## config.mk

```make
export PLATFORM = sky130hd
export DESIGN_NAME = sys_cmd_master_flat
export DESIGN_NICKNAME = d
export VERILOG_FILES = /design/src/rtl/sys_cmd_master_pkg.sv /design/src/rtl/sys_cmd_master_if.sv /design/src/rtl/sys_cmd_master_timeout.sv /design/src/rtl/sys_cmd_master.sv /design/src/flat_wrapper.sv
export SDC_FILE = /design/constraint.sdc
export NUM_CORES = 1
export LEC_CHECK = 0
export BUFFER_PORTS_ARGS = -buffer_cell sky130_fd_sc_hd__buf_2
export CAP_MARGIN = 30
export CELL_PAD_IN_SITES_DETAIL_PLACEMENT = 2
export CELL_PAD_IN_SITES_GLOBAL_PLACEMENT = 2
export CORE_UTILIZATION = 35
export CTS_BUF_LIST = sky130_fd_sc_hd__clkbuf_8
export DETAILED_ROUTE_END_ITERATION = 6
export PLACE_DENSITY_LB_ADDON = 0.1
export RECOVER_POWER = 50
export REMOVE_ABC_BUFFERS = 1
export SLEW_MARGIN = 20
export SYNTH_ARGS = -nofsm -noshare
export SYNTH_HDL_FRONTEND = slang
export SYNTH_SLANG_ARGS = --single-unit
```

## constraint.sdc

```tcl
create_clock -name CLK -period 2.4 [get_ports CLK]
set_input_delay 0.48 -clock CLK [delete_from_list [all_inputs] [get_ports CLK]]
set_output_delay 0.48 -clock CLK [all_outputs]
set_load 0.03 [all_outputs]
```

## src/rtl/sys_cmd_master_pkg.sv

```systemverilog
`default_nettype none
// ============================================================================
// Module      : sys_cmd_master_pkg
// Description : Shared types and helpers for the UART command initiator:
//               command encodings, frame header bytes, frame/response
//               length lookups and the controller state enumeration.
// Revision    : 1.0 - initial release
// ============================================================================
package sys_cmd_master_pkg;

  // Command type as carried on cmd_type
  typedef enum logic [1:0] {
    CMD_RF_WR   = 2'd0,
    CMD_RF_RD   = 2'd1,
    CMD_ALU_OP  = 2'd2,
    CMD_ALU_NOP = 2'd3
  } cmd_type_e;

  // Controller states
  typedef enum logic [1:0] {
    ST_IDLE     = 2'd0,
    ST_SEND     = 2'd1,
    ST_WAIT_RSP = 2'd2,
    ST_DONE     = 2'd3
  } state_e;

  // First byte of every frame identifies the command
  localparam logic [7:0] c_hdr_rf_wr   = 8'hAA;
  localparam logic [7:0] c_hdr_rf_rd   = 8'hBB;
  localparam logic [7:0] c_hdr_alu_op  = 8'hCC;
  localparam logic [7:0] c_hdr_alu_nop = 8'hDD;

  // Number of bytes transmitted for a command, header included
  function automatic logic [2:0] frame_len(input cmd_type_e t);
    case (t)
      CMD_RF_WR:  return 3'd3;
      CMD_RF_RD:  return 3'd2;
      CMD_ALU_OP: return 3'd4;
      default:    return 3'd2;
    endcase
  endfunction

  // Number of response bytes expected back for a command
  function automatic logic [1:0] rsp_len(input cmd_type_e t);
    case (t)
      CMD_RF_WR:  return 2'd0;
      CMD_RF_RD:  return 2'd1;
      default:    return 2'd2;
    endcase
  endfunction

endpackage : sys_cmd_master_pkg
`default_nettype wire

```

## src/rtl/sys_cmd_master_if.sv

```systemverilog
`default_nettype none
// ============================================================================
// Module      : sys_cmd_master_if
// Description : Command request/response, UART TX byte and UART RX byte
//               signal bundle of the command initiator. The master modport
//               is the initiator's view, the slave modport the host/UART view.
// Revision    : 1.0 - initial release
// ============================================================================
interface sys_cmd_master_if #(
  parameter int DATA_WIDTH = 8
);

  // Command request
  logic                    cmd_valid;
  logic                    cmd_ready;
  logic [1:0]              cmd_type;
  logic [DATA_WIDTH-1:0]   cmd_addr;
  logic [DATA_WIDTH-1:0]   cmd_wdata;
  logic [DATA_WIDTH-1:0]   cmd_opb;
  logic [3:0]              cmd_fun;

  // UART transmitter byte stream
  logic [DATA_WIDTH-1:0]   tx_data;
  logic                    tx_valid;
  logic                    tx_ready;

  // UART receiver byte stream
  logic [DATA_WIDTH-1:0]   rx_data;
  logic                    rx_valid;

  // Completion
  logic                    rsp_valid;
  logic [2*DATA_WIDTH-1:0] rsp_data;
  logic                    rsp_timeout;
  logic                    busy;

  modport master (
    input  cmd_valid, cmd_type, cmd_addr, cmd_wdata, cmd_opb, cmd_fun,
    input  tx_ready, rx_data, rx_valid,
    output cmd_ready, tx_data, tx_valid,
    output rsp_valid, rsp_data, rsp_timeout, busy
  );

  modport slave (
    output cmd_valid, cmd_type, cmd_addr, cmd_wdata, cmd_opb, cmd_fun,
    output tx_ready, rx_data, rx_valid,
    input  cmd_ready, tx_data, tx_valid,
    input  rsp_valid, rsp_data, rsp_timeout, busy
  );

endinterface : sys_cmd_master_if
`default_nettype wire

```

## src/rtl/sys_cmd_master_timeout.sv

```systemverilog
`default_nettype none
// ============================================================================
// Module      : sys_cmd_master_timeout
// Description : Idle-cycle counter for response collection. Cleared by
//               i_clr, advances while i_en, and flags o_expired once it has
//               reached TIMEOUT_CYCLES-1. It saturates there so a held
//               expiry cannot wrap.
// Revision    : 1.0 - initial release
// ============================================================================
module sys_cmd_master_timeout #(
  parameter int TIMEOUT_CYCLES = 50000,
  parameter int TO_WD          = 16
) (
  input  wire logic CLK,
  input  wire logic RST,
  input  wire logic i_clr,
  input  wire logic i_en,
  output logic      o_expired
);

  localparam logic [TO_WD-1:0] c_limit = TO_WD'(TIMEOUT_CYCLES - 1);

  logic [TO_WD-1:0] r_cnt;
  logic             w_at_limit;

  assign w_at_limit = (r_cnt == c_limit);
  assign o_expired  = w_at_limit;

  // Idle counter: clear has priority, then count up to the limit
  always_ff @(posedge CLK or negedge RST) begin
    if (!RST) begin
      r_cnt <= '0;
    end else if (i_clr) begin
      r_cnt <= '0;
    end else if (i_en && !w_at_limit) begin
      r_cnt <= r_cnt + TO_WD'(1);
    end
  end

endmodule : sys_cmd_master_timeout
`default_nettype wire

```

## src/rtl/sys_cmd_master.sv

```systemverilog
`default_nettype none
// ============================================================================
// Module      : sys_cmd_master
// Description : Host-side command initiator. Accepts one command, sends its
//               frame byte by byte to a UART transmitter, collects the
//               response bytes from a UART receiver and reports the response
//               word, or a timeout if the receiver goes quiet for too long.
// Revision    : 1.0 - initial release
// ============================================================================
module sys_cmd_master
  import sys_cmd_master_pkg::*;
#(
  parameter int DATA_WIDTH     = 8,
  parameter int TIMEOUT_CYCLES = 50000,
  parameter int TO_WD          = 16
) (
  input wire logic          CLK,
  input wire logic          RST,
  sys_cmd_master_if.master  bus
);

  state_e                  r_state;
  state_e                  w_next_state;

  cmd_type_e               r_type;
  logic [DATA_WIDTH-1:0]   r_addr;
  logic [DATA_WIDTH-1:0]   r_wdata;
  logic [DATA_WIDTH-1:0]   r_opb;
  logic [3:0]              r_fun;
  logic [2:0]              r_idx;
  logic [1:0]              r_rcnt;
  logic [2*DATA_WIDTH-1:0] r_rsp_data;
  logic                    r_to_flag;

  logic                    w_accept;
  logic                    w_tx_fire;
  logic                    w_last_byte;
  logic                    w_rx_take;
  logic                    w_rsp_done;
  logic                    w_expired;
  logic                    w_to_fire;
  logic                    w_to_clr;
  logic [DATA_WIDTH-1:0]   w_fun_byte;
  logic [DATA_WIDTH-1:0]   w_frame_byte;

  // Handshake qualifiers; rx bytes count only while waiting for a response
  assign w_accept    = (r_state == ST_IDLE) && bus.cmd_valid;
  assign w_tx_fire   = (r_state == ST_SEND) && bus.tx_ready;
  assign w_last_byte = (r_idx == (frame_len(r_type) - 3'd1));
  assign w_rx_take   = (r_state == ST_WAIT_RSP) && bus.rx_valid;
  assign w_rsp_done  = w_rx_take && ((r_rcnt + 2'd1) == rsp_len(r_type));
  // A byte arriving on the expiry cycle wins over the timeout
  assign w_to_fire   = (r_state == ST_WAIT_RSP) && !bus.rx_valid && w_expired;
  // Counter is held at zero outside WAIT_RSP so it starts fresh on entry
  assign w_to_clr    = (r_state != ST_WAIT_RSP) || bus.rx_valid;

  sys_cmd_master_timeout #(
    .TIMEOUT_CYCLES (TIMEOUT_CYCLES),
    .TO_WD          (TO_WD)
  ) u_timeout (
    .CLK       (CLK),
    .RST       (RST),
    .i_clr     (w_to_clr),
    .i_en      (r_state == ST_WAIT_RSP),
    .o_expired (w_expired)
  );

  // Frame byte selection from the latched command and byte index
  always_comb begin
    w_fun_byte      = '0;
    w_fun_byte[3:0] = r_fun;
    w_frame_byte    = '0;
    case (r_type)
      CMD_RF_WR: begin
        case (r_idx)
          3'd0:    w_frame_byte = DATA_WIDTH'(c_hdr_rf_wr);
          3'd1:    w_frame_byte = r_addr;
          default: w_frame_byte = r_wdata;
        endcase
      end
      CMD_RF_RD: begin
        case (r_idx)
          3'd0:    w_frame_byte = DATA_WIDTH'(c_hdr_rf_rd);
          default: w_frame_byte = r_addr;
        endcase
      end
      CMD_ALU_OP: begin
        case (r_idx)
          3'd0:    w_frame_byte = DATA_WIDTH'(c_hdr_alu_op);
          3'd1:    w_frame_byte = r_wdata;
          3'd2:    w_frame_byte = r_opb;
          default: w_frame_byte = w_fun_byte;
        endcase
      end
      default: begin
        case (r_idx)
          3'd0:    w_frame_byte = DATA_WIDTH'(c_hdr_alu_nop);
          default: w_frame_byte = w_fun_byte;
        endcase
      end
    endcase
  end

  // State register
  always_ff @(posedge CLK or negedge RST) begin
    if (!RST) begin
      r_state <= ST_IDLE;
    end else begin
      r_state <= w_next_state;
    end
  end

  // Next-state logic
  always_comb begin
    w_next_state = r_state;
    case (r_state)
      ST_IDLE: begin
        if (bus.cmd_valid) begin
          w_next_state = ST_SEND;
        end
      end
      ST_SEND: begin
        if (w_tx_fire && w_last_byte) begin
          w_next_state = (rsp_len(r_type) == 2'd0) ? ST_DONE : ST_WAIT_RSP;
        end
      end
      ST_WAIT_RSP: begin
        if (w_rsp_done || w_to_fire) begin
          w_next_state = ST_DONE;
        end
      end
      default: begin
        w_next_state = ST_IDLE;
      end
    endcase
  end

  // Command latch, byte index, response assembly and timeout flag
  always_ff @(posedge CLK or negedge RST) begin
    if (!RST) begin
      r_type     <= CMD_RF_WR;
      r_addr     <= '0;
      r_wdata    <= '0;
      r_opb      <= '0;
      r_fun      <= '0;
      r_idx      <= '0;
      r_rcnt     <= '0;
      r_rsp_data <= '0;
      r_to_flag  <= 1'b0;
    end else begin
      if (w_accept) begin
        r_type     <= cmd_type_e'(bus.cmd_type);
        r_addr     <= bus.cmd_addr;
        r_wdata    <= bus.cmd_wdata;
        r_opb      <= bus.cmd_opb;
        r_fun      <= bus.cmd_fun;
        r_idx      <= '0;
        r_rcnt     <= '0;
        r_rsp_data <= '0;
        r_to_flag  <= 1'b0;
      end
      if (w_tx_fire) begin
        r_idx <= r_idx + 3'd1;
      end
      // Response arrives LSB first
      if (w_rx_take) begin
        if (r_rcnt == 2'd0) begin
          r_rsp_data[DATA_WIDTH-1:0] <= bus.rx_data;
        end else begin
          r_rsp_data[2*DATA_WIDTH-1:DATA_WIDTH] <= bus.rx_data;
        end
        r_rcnt <= r_rcnt + 2'd1;
      end
      if (w_to_fire) begin
        r_to_flag <= 1'b1;
      end
    end
  end

  assign bus.cmd_ready   = (r_state == ST_IDLE);
  assign bus.busy        = (r_state != ST_IDLE);
  assign bus.tx_valid    = (r_state == ST_SEND);
  assign bus.tx_data     = (r_state == ST_SEND) ? w_frame_byte : '0;
  assign bus.rsp_valid   = (r_state == ST_DONE);
  assign bus.rsp_timeout = (r_state == ST_DONE) && r_to_flag;
  assign bus.rsp_data    = r_rsp_data;

endmodule : sys_cmd_master
`default_nettype wire

```

## src/flat_wrapper.sv

```systemverilog
// flat-port wrapper written by rule: the top's interface ports become plain ports
module sys_cmd_master_flat import sys_cmd_master_pkg::*;
#(
  parameter int DATA_WIDTH     = 8,
  parameter int TIMEOUT_CYCLES = 50000,
  parameter int TO_WD          = 16
)
  (CLK, RST, bus_cmd_valid, bus_cmd_type, bus_cmd_addr, bus_cmd_wdata, bus_cmd_opb, bus_cmd_fun, bus_tx_ready, bus_rx_data, bus_rx_valid, bus_cmd_ready, bus_tx_data, bus_tx_valid, bus_rsp_valid, bus_rsp_data, bus_rsp_timeout, bus_busy);
  sys_cmd_master_if #(.DATA_WIDTH(DATA_WIDTH)) bus_i ();
  input wire logic CLK;
  input wire logic RST;
  input wire logic [$bits(bus_i.cmd_valid)-1:0] bus_cmd_valid;
  input wire logic [$bits(bus_i.cmd_type)-1:0] bus_cmd_type;
  input wire logic [$bits(bus_i.cmd_addr)-1:0] bus_cmd_addr;
  input wire logic [$bits(bus_i.cmd_wdata)-1:0] bus_cmd_wdata;
  input wire logic [$bits(bus_i.cmd_opb)-1:0] bus_cmd_opb;
  input wire logic [$bits(bus_i.cmd_fun)-1:0] bus_cmd_fun;
  input wire logic [$bits(bus_i.tx_ready)-1:0] bus_tx_ready;
  input wire logic [$bits(bus_i.rx_data)-1:0] bus_rx_data;
  input wire logic [$bits(bus_i.rx_valid)-1:0] bus_rx_valid;
  output wire logic [$bits(bus_i.cmd_ready)-1:0] bus_cmd_ready;
  output wire logic [$bits(bus_i.tx_data)-1:0] bus_tx_data;
  output wire logic [$bits(bus_i.tx_valid)-1:0] bus_tx_valid;
  output wire logic [$bits(bus_i.rsp_valid)-1:0] bus_rsp_valid;
  output wire logic [$bits(bus_i.rsp_data)-1:0] bus_rsp_data;
  output wire logic [$bits(bus_i.rsp_timeout)-1:0] bus_rsp_timeout;
  output wire logic [$bits(bus_i.busy)-1:0] bus_busy;
  assign bus_i.cmd_valid = bus_cmd_valid;
  assign bus_i.cmd_type = bus_cmd_type;
  assign bus_i.cmd_addr = bus_cmd_addr;
  assign bus_i.cmd_wdata = bus_cmd_wdata;
  assign bus_i.cmd_opb = bus_cmd_opb;
  assign bus_i.cmd_fun = bus_cmd_fun;
  assign bus_i.tx_ready = bus_tx_ready;
  assign bus_i.rx_data = bus_rx_data;
  assign bus_i.rx_valid = bus_rx_valid;
  assign bus_cmd_ready = bus_i.cmd_ready;
  assign bus_tx_data = bus_i.tx_data;
  assign bus_tx_valid = bus_i.tx_valid;
  assign bus_rsp_valid = bus_i.rsp_valid;
  assign bus_rsp_data = bus_i.rsp_data;
  assign bus_rsp_timeout = bus_i.rsp_timeout;
  assign bus_busy = bus_i.busy;
  sys_cmd_master #(.DATA_WIDTH(DATA_WIDTH), .TIMEOUT_CYCLES(TIMEOUT_CYCLES), .TO_WD(TO_WD)) u_core (.CLK(CLK), .RST(RST), .bus(bus_i));
endmodule
```

; ---- After elaboration in Yosys (flattened, before gate mapping)
; Cells that the tools add are included.
[totals]
elab_cells = 80
rom_bits = 0
out_inout_bits = 29
latch_bits = 0
n_memories = 0
ff_bits = 70
ramBits = 0
[classes]
addsub = 4
mul = 0
shift = 0
eq_ne = 14
muxes = 27
n_div = 0
n_reduce_logical = 24
bitwise = 0
magnitude_cmp = 0
[op_table]
columns = operator, n
row1 = 16-bit 2-to-1 mux, 4
row2 = 8-bit one-hot mux with 3 select lines, 2
row3 = 8-bit 2-to-1 mux, 5
row4 = "16-bit by 1-bit adder with 16-bit output, second input constant", 1
row5 = "16-bit equality test, second input constant", 1
row6 = 8-bit one-hot mux with 2 select lines, 1
row7 = 2-bit 2-to-1 mux, 7
row8 = 2-bit nonzero test, 5
row9 = 1-bit logical AND, 9
row10 = 2-bit zero test, 4
row11 = "2-bit equality test, second input constant", 3
row12 = 3-bit 2-to-1 mux, 2
row13 = 2-bit one-hot mux with 3 select lines, 1
row14 = 3-bit one-hot mux with 2 select lines, 1
row15 = "2-bit by 1-bit equality test with 1-bit output, second input constant", 2
row16 = "2-bit by 1-bit != test with 1-bit output, second input constant", 2
row17 = "2-bit != test, second input constant", 2
row18 = 2-bit one-hot mux with 2 select lines, 1
row19 = "3-bit by 1-bit adder with 3-bit output, second input constant", 1
row20 = "3-bit by 1-bit equality test with 1-bit output, second input constant", 1
row21 = "3-bit by 2-bit equality test with 1-bit output, second input constant", 1
row22 = 3-bit equality test, 1
row23 = 3-bit zero test, 1
row24 = 1-bit 2-to-1 mux, 3
row25 = other kinds (6), 8

; ---- Logic depth before layout (Yosys ltp)
; Gate-level depths: netlist of run 1.
[logic_depth]
depth_word = 11
mapped_depth = 8
depth_no_buf = 7

; ---- Cells and area by module
; From an unflattened synthesis of run 1, not the netlist that was laid out.
[hier_totals]
hier_cells = 369
area_unflattened_um2 = 3736.1
[by_module_without_submodules]
columns = mod, seq_area_each_um2, instances, cells_per_inst, area_each_um2
row1 = sys_cmd_master, 1351.3, 1, 281, 2844.0
row2 = sys_cmd_master_timeout, 400.4, 1, 88, 892.1

; ---- Worst setup path before layout of run 1
; Ideal clock, no wire load.
[synth_path]
kind = flip-flop to output port
start = register u_core.r_idx[1]
end = output bus_tx_data[1]
t_required_ps = 1920
arrival_ps = 2223
slack_ps = -303
path_stages_with_launch = 9
path_cell_list = dfrtp_1 > inv_1 > ha_1 > clkbuf_1 > or2_2 > a21oi_1 > nor2_1 > o21ai_0 > a311oi_1
[synth_between]
elab_chain_cells = 4
word_cells_on_any_way = 9
classes_between = 2 x eq/ne / 6 x mux / 1 x reduce/logical
[synth_rtl]
columns = element, line
row1 = from (decl), sys_cmd_master.sv:30  ; logic [2:0] r_idx;
row2 = from (signal assigned), sys_cmd_master.sv:163  ; r_idx <= r_idx + 3'd1;
row3 = 3-bit by 2-bit equality test with 1-bit output (tied with other cells), sys_cmd_master.sv:88  ; case (r_idx)
row4 = 8-bit one-hot mux with 3 select lines (tied with other cells), sys_cmd_master.sv:88
row5 = 8-bit one-hot mux with 3 select lines (*), sys_cmd_master.sv:73  ; case (r_type)
row6 = 8-bit 2-to-1 mux (*), sys_cmd_master.sv:183  ; assign bus.tx_data = (r_state == ST_SEND) ? w_frame_byte : '0;
row7 = to (decl), flat_wrapper.sv:22  ; output wire logic [$bits(bus_i.tx_data)-1:0] bus_tx_data;
; Every way passes the cells marked *; elsewhere a longest branch is shown, timed or not.

; ---- Worst setup path after layout of run 1
[layout_path]
start = register u_core.r_idx[1]
end = output bus_tx_data[6]
; The elaborated chain is that of the path after synthesis.

==> results.sh, run 1 <==
export IMPL_outcome="finished, violations left"
export IMPL_violations="max-capacitance violations, max-slew violations, negative setup slack"
export IMPL_fin_skew_ps=7.69
export IMPL_max_vdd_ir_drop_v=0.000472
export IMPL_final_max_slew_viol_count=71
export IMPL_coreArea_um2=9910
export IMPL_final_util_pct=47.8
export IMPL_ios=72
export IMPL_diodes=0
export IMPL_cts_buffers=9
export IMPL_yosys_area_top_type="dfrtp_1"
export IMPL_hold_slack_ps=329
export IMPL_hold_depth=3
export IMPL_synthFlopType="dfrtp_1"
export IMPL_port_buffers=71
export IMPL_synth_enable_flop_cells=0
export IMPL_clock_sinks=70
export IMPL_num_rows=36
export IMPL_synth_compound_area_share_pct=12.1
export IMPL_seqPwrFrac_pct=31.6
export IMPL_p_comb_share_pct=55.3
export IMPL_hold_buffers=0
export IMPL_synth_fa_ha_area_share_pct=3.79
export IMPL_critPathArrivalTime_ps=2140
export IMPL_drive_gt1_share_pct=39.1
export IMPL_synthCells=368
export IMPL_synth_xor_area_share_pct=2.89
export IMPL_power_internal_mw=3.56
export IMPL_tritoncts="yes"
export IMPL_fillers=1087
export IMPL_final_cells=601
export IMPL_synth_area_top_cells="dfrtp_1 (48%), mux2_2 (9.6%), nand2_1 (5.7%)"
export IMPL_die_w_um=104
export IMPL_crit_type="reg -> out"
export IMPL_antenna_found_initial=0
export IMPL_clk_latency_ps=360
export IMPL_synth_warnings=0
export IMPL_synth_seq_cells=70
export IMPL_placed_area_um2=4270
export IMPL_place_inst=577
export IMPL_power_switching_mw=2.97
export IMPL_layout_setup_ws_ps=-218
export IMPL_grt_ovfl_total=0
export IMPL_design_area_um2=4740
export IMPL_syn_area_um2=3630
export IMPL_synth_simple_area_share_pct=19.7
export IMPL_routed_wirelength_um=12100
export IMPL_place_ws_ps=89.6
export IMPL_clkPwrFrac_pct=13.1
export IMPL_crit_required_ps=1920
export IMPL_fin_crit_ps=2620
export IMPL_synth_top_area_share_pct=48.2
export IMPL_path_clk_slew_ps=80
export IMPL_hold_path_class="in -> reg"
export IMPL_vias=3184
export IMPL_critPathCaptureType="primary output"
export IMPL_p_leak_nw=2.13
export IMPL_cap_violations=1
export IMPL_start_util_pct=36.7
export IMPL_globalRouteTotalUtil_pct=21.8
export IMPL_clockBufferDepth=2
export IMPL_clockRootBuffer="clkbuf_8"
export IMPL_syn_to_final_growth_pct=30.4
export IMPL_reg2regPathDepth=5
export IMPL_synthArstFlopShare_pct=100
export IMPL_dr_pass1_iters=4
export IMPL_route_detailed_drc=0
export IMPL_drt_initial_drc_count=102
export IMPL_slew_headroom_pct=-19.1
export IMPL_fp_dieArea_um2=10800
export IMPL_synth_top_family_by_area="simple AND/OR/NAND/NOR gates"
export IMPL_yosysSeqAreaShare_pct=48.2
export IMPL_hold_viol_final=0
export IMPL_synth_avg_cell_area_um2=9.87
export IMPL_synth_cell_types=48
export IMPL_multiInputGateArea_um2=1980
export IMPL_die_y_um=104
export IMPL_fin_crit_sh_pct=109
export IMPL_nets=518
export IMPL_routedWlPerCell_um=20.1
export IMPL_synth_mux_area_share_pct=10.5
export IMPL_htreeDepth=3
export IMPL_netSwitchingFraction_pct=45.5
export IMPL_dp_hpwl_um=7730
export IMPL_max_freq_mhz=382
export IMPL_power_density_nw_per_um2=1380
export IMPL_critPathMaxFanout=5
export IMPL_tightest_slew_ps=1790
export IMPL_place_gp_congestion=0.846
export IMPL_grt_pass1_wl_um=18500
export IMPL_rsz0062_at_grt="true"
export IMPL_setup_viol=8
export IMPL_viasPerCell=5.30
export IMPL_postRouteAntennaNets=0
export IMPL_regArea_um2=1760
export IMPL_cp_start_kind="flip-flop"
export IMPL_grt_pass1_vias=3522
export IMPL_grt_max_degree=71
[layout make-up]
cell class | instances | share of cell area (%)
multi-input combinational | 270 | 41.8
sequential | 70 | 37.1
timing repair buffer | 102 | 13.2
tap | 133 | 3.51
clock buffer | 11 | 3.20
inverter | 11 | 0.924
clock inverter | 4 | 0.343
[state kept, by name, summed over array words and instances (netlist names)]
name	cells
u_core.r_rcnt	2
u_core.r_opb	8
u_core.r_idx	3
u_core.bus.rsp_data	16
u_core.r_fun	4
u_core.r_wdata	8
u_core.u_timeout.r_cnt	16
u_core.r_type	2
u_core.r_addr	8
u_core.r_to_flag	1
u_core.r_state	2
[power groups by stage]
stage               combinational, mW  clock [mW]  sequential (mW)
global route                     3.88       0.945             2.11
CTS                              3.24       0.881             2.01
global placement                 2.77           0             2.00
detailed placement               2.87           0             2.01
floorplan                        1.65           0             2.16
finish                           3.61       0.858             2.06
[cell usage after synthesis, drive strengths merged (4+ instances only)]
library cell,count
dfrtp,70
nand2,55
mux2,33
nand3,26
nor2,25
o21ai,25
a21oi,15
clkbuf,13
ha,11
inv,11
xnor2,8
a21o,6
nor2b,6
nor3,6
nand2b,5
or3,5
a22oi,4
buf,4
xor2,4
[through the flow]
| step | power (mW) | TNS (ps) |
|---|---|---|
| CTS | 6.14 | -647 |
| global placement | 4.76 | 0 |
| detailed placement | 4.88 | 0 |
| finish | 6.53 | -1170 |
| global route | 6.94 | -1820 |
| floorplan | 3.81 | -609 |
[critical path, stage by stage (launching register included)]
cell and delay (ps):
dfrtp_2 480, inv_4 120, ha_4 210, buf_4 170, nand2_1 110, o21ai_0 230, nand2_1 120, a21oi_1 150
buf_4 180
[metal layers]
layer  track usage (%)  wire, µm
met1              24.8      4870
met2              40.2      6420
met3              4.39       433
met4              7.96       380
met5                 0         0
[worst paths after layout]
check,end,startpoint,slack [ps]
setup / recovery,bus_tx_data[6],u_core.r_idx[1]$_DFFE_PN0P_,-220
hold / removal,u_core.bus.rsp_data[7]$_DFF_PN0_,bus_rx_data[7],330
setup reg to reg,u_core.r_state[1]$_DFFE_PN0P_,u_core.u_timeout.r_cnt[4]$_DFFE_PN0P_,170
hold reg to reg,u_core.r_to_flag$_DFFE_PN0P_,u_core.r_to_flag$_DFFE_PN0P_,490
max in group asynchronous,u_core.r_type[0]$_DFFE_PN0P_,RST,530
min in group asynchronous,u_core.r_opb[2]$_DFFE_PN0P_,RST,660
[cell usage in the layout (no fill, tap or decap), drive strengths merged, types with 2 or more instances in the layout]
master  count
and2        3
nand2      55
nor2b       6
nor3        6
nand2b      5
a21oi      15
xor2        4
or3         5
a311oi      3
inv        14
a21o        6
o221ai      2
nor4b       2
a211oi      2
nor2       25
clkbuf     22
xnor2       8
buf        91
dfrtp      70
or2         3
ha         11
a222oi      2
o21ai      25
a22o        2
nand3      26
a22oi       4
mux2       33
[cell families (layout without fill, tap and decap cells)]
group                    Yosys count  in the layout
AND/OR/NAND/NOR                  145            145
AO/OA/AOI/OAI                     68             68
buffers and inverters             28            128
flip-flops                        70             70
multiplexers                      34             34
XOR/XNOR                          12             12
adder cells (fa/ha/maj)           11             11
[repair_timing]
item / 4_1_cts / 5_1_grt
setup endpoints to repair: 8 / 8
gates resized for setup: 45 / 25
pin swaps: 9 / 9
setup buffers: 6 / 4
Note: power is estimated with default switching activity, not from simulation.
==> run 2: changes to the inputs <==
BUFFER_PORTS_ARGS = -buffer_cell sky130_fd_sc_hd__buf_4   (was -buffer_cell sky130_fd_sc_hd__buf_2)
RECOVER_POWER = not set   (was 50)
==> run 2 against run 1 <==
Effect of this change: the flow finishes with violations (negative setup slack); critical path depth unchanged; wire length up 7.6%; final cell count up 0.83%; sequential share of layout area down 2.3 points; worst setup slack worse by 16 ps; combinational power up 6.6%; critical endpoint is now bus_tx_data[1].
==> results.sh, run 2 (synthesis gave the netlist of run 1 again) <==
export IMPL_critPathMaxFanout=6
export IMPL_netSwitchingFraction_pct=43.1
export IMPL_reg2reg_slack_ps=150
export IMPL_path_clk_slew_ps=80
export IMPL_drt_initial_drc_count=151
export IMPL_reg2regPathDepth=5
export IMPL_crit_type="reg -> out"
export IMPL_outcome="finished, violations left"
export IMPL_vias=3210
export IMPL_max_vdd_ir_drop_v=0.000521
export IMPL_route_detailed_drc=0
export IMPL_diodes=0
export IMPL_cp_start_kind="flip-flop"
export IMPL_clockRootBuffer="clkbuf_8"
export IMPL_cts_buffers=9
export IMPL_port_buffers=71
export IMPL_r2r_end="u_core.r_state[1]$_DFFE_PN0P_"
export IMPL_fp_dieArea_um2=10800
export IMPL_antenna_found_initial=0
export IMPL_die_w_um=104
export IMPL_globalRouteTotalUtil_pct=24.0
export IMPL_p_comb_share_pct=53.1
export IMPL_p_leak_nw=2.28
export IMPL_final_cells=606
export IMPL_viasPerCell=5.30
export IMPL_total_power_mw=7.24
export IMPL_layout_common_cells="buf_4 (96), dfrtp_1 (67), nand2_1 (53)"
export IMPL_drive_gt1_share_pct=42.7
export IMPL_hold_viol_final=0
export IMPL_power_density_nw_per_um2=1430
export IMPL_setup_viol=8
export IMPL_crit_required_ps=1920
export IMPL_clockBufferDepth=2
export IMPL_hold_slack_ps=86.4
export IMPL_postRouteAntennaNets=0
export IMPL_dp_hpwl_um=8300
export IMPL_grt_max_degree=37
export IMPL_power_switching_mw=3.12
export IMPL_grt_pass1_wl_um=19900
export IMPL_clock_sinks=70
export IMPL_cap_violations=0
export IMPL_fin_crit_sh_pct=110
export IMPL_regToRegStartpoint="u_core.u_timeout.r_cnt[4]$_DFFE_PN0P_"
export IMPL_die_y_um=104
export IMPL_fin_skew_ps=9.14
export IMPL_hold_path_class="in -> async"
export IMPL_seqPwrFrac_pct=28.7
export IMPL_final_max_slew_viol_count=0
export IMPL_num_rows=36
export IMPL_critPathArrivalTime_ps=2150
export IMPL_rsz0062_at_grt="true"
export IMPL_routedWlPerCell_um=21.5
export IMPL_routed_wirelength_um=13000
export IMPL_layout_setup_ws_ps=-234
export IMPL_placed_area_um2=4460
export IMPL_grt_pass1_vias=3686
export IMPL_critPathCaptureType="primary output"
export IMPL_place_gp_congestion=0.861
export IMPL_max_freq_mhz=380
export IMPL_layout_commonest_cell="buf_4"
export IMPL_power_internal_mw=4.12
export IMPL_start_util_pct=36.7
export IMPL_tritoncts="yes"
export IMPL_tightest_slew_ps=519
export IMPL_coreArea_um2=9910
export IMPL_place_inst=578
export IMPL_design_area_um2=5050
export IMPL_clk_latency_ps=370
export IMPL_grt_ovfl_total=0
export IMPL_fin_crit_ps=2630
export IMPL_ios=72
export IMPL_nets=522
export IMPL_clkPwrFrac_pct=18.2
export IMPL_htreeDepth=3
export IMPL_violations="negative setup slack"
export IMPL_dr_pass1_iters=4
export IMPL_syn_to_final_growth_pct=38.9
export IMPL_slew_headroom_pct=65.4
run 2: cell count changes in the layout (fill, tap and decap cells not counted), moves of 2 or more:
cell       delta
bufinv_16     +4
buf_4        +66
inv_1         -3
clkbuf_8      -2
o21ai_4       -2
clkbuf_1     -10
o21ai_1       +5
o21ai_0       -4
buf_2        -53
run 2: layout make-up:
class,instances,area [µm²]
clock buffers,9,124
clock inverters,7,145
fillers,1034,4860
inverters,11,43.8
multi-input cells,270,1970
flip-flops and latches,70,1760
well taps,133,166
repair buffers,106,842
run 2: timing repair:
action | CTS | global route
endpoints found under the setup margin | 8 | 8
hold buffers | 0 | 0
setup buffers | 7 | 6
pin swaps | 8 | 18
gates resized for setup | 37 | 28
run 2: critical path: stages (launching register included):
cell and delay (ps):
dfrtp_2 470, inv_4 110, ha_4 210, or2_4 160
a21oi_2 70, nor2_2 190, o21ai_2 90, a311oi_2 280
buf_4 210
run 2: worst max path at each step:
stage                          end  cells after the start                        start
finish              bus_tx_data[1]                      8  u_core.r_idx[0]$_DFFE_PN0P_
global route        bus_tx_data[1]                      8  u_core.r_idx[0]$_DFFE_PN0P_
CTS                 bus_tx_data[1]                      8  u_core.r_idx[1]$_DFFE_PN0P_
detailed placement  bus_tx_data[1]                      8  u_core.r_idx[1]$_DFFE_PN0P_
global placement    bus_tx_data[1]                      8  u_core.r_idx[1]$_DFFE_PN0P_
floorplan           bus_tx_data[1]                      7  u_core.r_idx[1]$_DFFE_PN0P_
run 2: power groups by stage:
stage / clock network, mW / logic [mW] / registers (mW)
after floorplan: 0 / 1.65 / 2.16
after global placement: 0 / 2.94 / 1.99
after detailed placement: 0 / 3.07 / 2.02
after CTS: 1.34 / 3.43 / 2.02
after global routing: 1.39 / 4.10 / 2.12
final: 1.32 / 3.85 / 2.08
run 2: metrics by stage:
stage | setup TNS, ps | setup WS, ps | utilization, %
finish | -1250 | -234 | 50.9
global route | -1800 | -297 | 50.9
CTS | -973 | -189 | 49.6
detailed placement | -56.6 | -56.6 | 45.0
global placement | 0 | 106 | 45.0
floorplan | -609 | -259 | -
run 2: routing by layer:
layer	global-route usage [%]	vias to the layer above	wire, µm
met1	25.5	1622	4980
met5	0	-	0
met3	5.14	29	414
li1	-	1487	-
met4	10.5	0	379
met2	45.2	72	7260
==> run 3: changes to the inputs <==
CORE_MARGIN = 2   (was not set)
CORE_UTILIZATION = 36   (was 35)
SYNTH_HIERARCHICAL = 1   (was not set)
==> run 3 against run 2 <==
Effect of this change: the flow still finishes with violations (negative setup slack); utilization fell by 1.4 points; non-clock buffer count up 4; global-route usage shrank 1.7 points; register-to-register slack got worse by 50 ps; die area increased by 3.8%; design area hardly changed; hold slack got worse by 69 ps; critical endpoint is now bus_tx_data[2].
==> results.sh, run 3 <==
export IMPL_outcome="finished, violations left"
export IMPL_violations="negative setup slack"
export IMPL_antenna_found_initial=0
export IMPL_yosys_area_top_type="dfrtp_1"
export IMPL_clk_latency_ps=350
export IMPL_crit_type="reg -> out"
export IMPL_crit_slowest_cell="dfrtp_1"
export IMPL_fin_crit_sh_pct=111
export IMPL_diodes=0
export IMPL_critPathCaptureType="primary output"
export IMPL_critPathArrivalTime_ps=2180
export IMPL_power_switching_mw=2.92
export IMPL_final_util_pct=49.5
export IMPL_seqPwrFrac_pct=29.5
export IMPL_grt_max_degree=49
export IMPL_yosysSeqAreaShare_pct=46.9
export IMPL_p_leak_nw=2.29
export IMPL_synth_cell_types=62
export IMPL_synth_most_common_cell="dfrtp_1"
export IMPL_layout_commonest_cell="buf_4"
export IMPL_route_detailed_drc=0
export IMPL_fin_tns_setup_ps=-1460
export IMPL_port_buffers=71
export IMPL_syn_area_um2=3740
export IMPL_grt_pass1_wl_um=19600
export IMPL_crit_required_ps=1920
export IMPL_synth_warnings=6
export IMPL_slew_headroom_pct=69.1
export IMPL_dr_pass1_iters=4
export IMPL_hold_path_class="in -> async"
export IMPL_dp_hpwl_um=8160
export IMPL_clock_sinks=70
export IMPL_globalRouteTotalUtil_pct=22.3
export IMPL_viasPerCell=5.39
export IMPL_max_vdd_ir_drop_v=0.000669
export IMPL_synth_common_cells="dfrtp_1 (70), nand2_1 (47), mux2_2 (32)"
export IMPL_clockRootBuffer="clkbuf_8"
export IMPL_total_power_mw=6.81
export IMPL_rsz0062_at_grt="true"
export IMPL_path_cells="inv_2 > ha_4 > nor2b_4 > a22oi_2 > nor2_1 > a311o_1 > o221a_2 > buf_6"
export IMPL_num_rows=37
export IMPL_setup_viol=8
export IMPL_drive_gt1_share_pct=42.3
export IMPL_synth_enable_flop_cells=0
export IMPL_cts_buffers=9
export IMPL_place_ws_ps=-57.8
export IMPL_critPathMaxFanout=7
export IMPL_layout_common_cells="buf_4 (102), dfrtp_1 (68), nand2_1 (45)"
export IMPL_netSwitchingFraction_pct=42.9
export IMPL_fillers=1079
export IMPL_p_comb_share_pct=55.7
export IMPL_synthFlopType="dfrtp_1"
export IMPL_final_max_slew_viol_count=0
export IMPL_tritoncts="yes"
export IMPL_placed_area_um2=4570
export IMPL_synthCells=369
export IMPL_clockBufferDepth=2
export IMPL_postRouteAntennaNets=0
export IMPL_die_w_um=106
export IMPL_multiInputGateArea_um2=2000
export IMPL_grt_ovfl_total=0
export IMPL_ios=72
export IMPL_fp_dieArea_um2=11200
export IMPL_syn_to_final_growth_pct=35.0
export IMPL_tightest_slew_ps=463
export IMPL_fin_crit_ps=2660
export IMPL_power_internal_mw=3.89
export IMPL_fin_skew_ps=10.2
export IMPL_die_y_um=106
export IMPL_power_density_nw_per_um2=1350
export IMPL_layout_setup_ws_ps=-263
export IMPL_grt_pass1_vias=3699
export IMPL_cpPeakStageDelay_ps=390
export IMPL_coreArea_um2=10200
export IMPL_nets=525
export IMPL_synthArstFlopShare_pct=100
export IMPL_cap_violations=0
export IMPL_routed_wirelength_um=12000
export IMPL_routedWlPerCell_um=19.7
export IMPL_synth_top_area_share_pct=46.9
export IMPL_synth_area_top_cells="dfrtp_1 (47%), mux2_2 (9.6%), nand2_1 (4.7%)"
export IMPL_synth_seq_cells=70
export IMPL_design_area_um2=5040
export IMPL_clkPwrFrac_pct=14.8
export IMPL_cp_start_kind="flip-flop"
export IMPL_regArea_um2=1750
export IMPL_htreeDepth=3
export IMPL_path_clk_slew_ps=80
export IMPL_hold_viol_final=0
export IMPL_synth_avg_cell_area_um2=10.1
export IMPL_vias=3296
export IMPL_start_util_pct=36.7
export IMPL_drt_initial_drc_count=98
export IMPL_place_gp_congestion=0.843
export IMPL_max_freq_mhz=375
-- run 3: per-stage QoR --
stage | instances | hold slack, ps
after floorplan | 350 | 184
after global placement | 584 | 402
after detailed placement | 584 | 405
after CTS | 605 | 15.4
after global routing | 611 | 26.7
final | 611 | 16.9
-- run 3: critical path, delay by kind of cell, from the launching register on --
family                     cells  cell delay [ps]
DFF                            1              390
adders and majority gates      1              210
buffers and inverters          2              250
AOI/OAI and AO/OA              3              750
and+or+nand+nor                2              230
-- run 3: worst paths after layout --
kind	cells past startpoint	slack, ps	to	start
max in group asynchronous	2	1800	u_core/r_idx[0]$_DFFE_PN0P_	RST
min in group CLK	3	330	u_core/bus.rsp_data[5]$_DFF_PN0_	bus_rx_data[5]
max	8	-260	bus_tx_data[2]	u_core/r_idx[1]$_DFFE_PN0P_
min reg2reg	2	490	u_core/r_to_flag$_DFFE_PN0P_	u_core/r_to_flag$_DFFE_PN0P_
max reg2reg	6	100	u_core/r_state[0]$_DFFE_PN0P_	u_core/u_timeout/r_cnt[0]$_DFFE_PN0P_
min	1	20	u_core/r_opb[3]$_DFFE_PN0P_	RST
-- run 3: logic make-up after synthesis --
logic type,count (synthesis),synth area share [%]
adders and majority gates,11,3.68
AOI/OAI and AO/OA,74,13.8
buffers and inverters,31,3.45
and+or+nand+nor,138,19.4
xor gates and xnor gates,10,2.34
muxes,35,10.4
DFF,70,46.9
-- run 3: area by class of cell --
class,instances,area share [%]
Clock buffer,12,3.27
Clock inverter,3,0.843
Inverter,12,0.943
Multi-Input combinational cell,268,39.6
Sequential cell,70,34.8
Tap cell,136,3.37
Timing Repair Buffer,110,17.1
-- run 3: timing repair --
action / 4_1_cts / 5_1_grt
cloned: 0 / 0
setup buffers: 6 / 7
hold buffers: 0 / 0
gates resized for setup: 33 / 14
setup endpoints to repair: 8 / 10
pin swaps: 21 / 21
-- run 3: metal layers --
layer	up-vias	global-route usage, %	share of wire (%)
met5	-	0	0
met4	0	8.08	1.0
met3	11	3.90	3.1
met2	57	37.1	51
met1	1694	29.1	45
li1	1534	-	-
-- run 3: power by group through the flow --
| stage | registers, mW | logic (mW) | clock network, mW |
|---|---|---|---|
| 6_report | 2.01 | 3.79 | 1.01 |
| 2_1_floorplan | 2.17 | 1.75 | 0 |
| 3_5_place_dp | 1.99 | 3.24 | 0 |
| 4_1_cts | 1.99 | 3.59 | 1.05 |
| 5_1_grt | 2.08 | 4.07 | 1.09 |
| 3_3_place_gp | 1.96 | 3.12 | 0 |
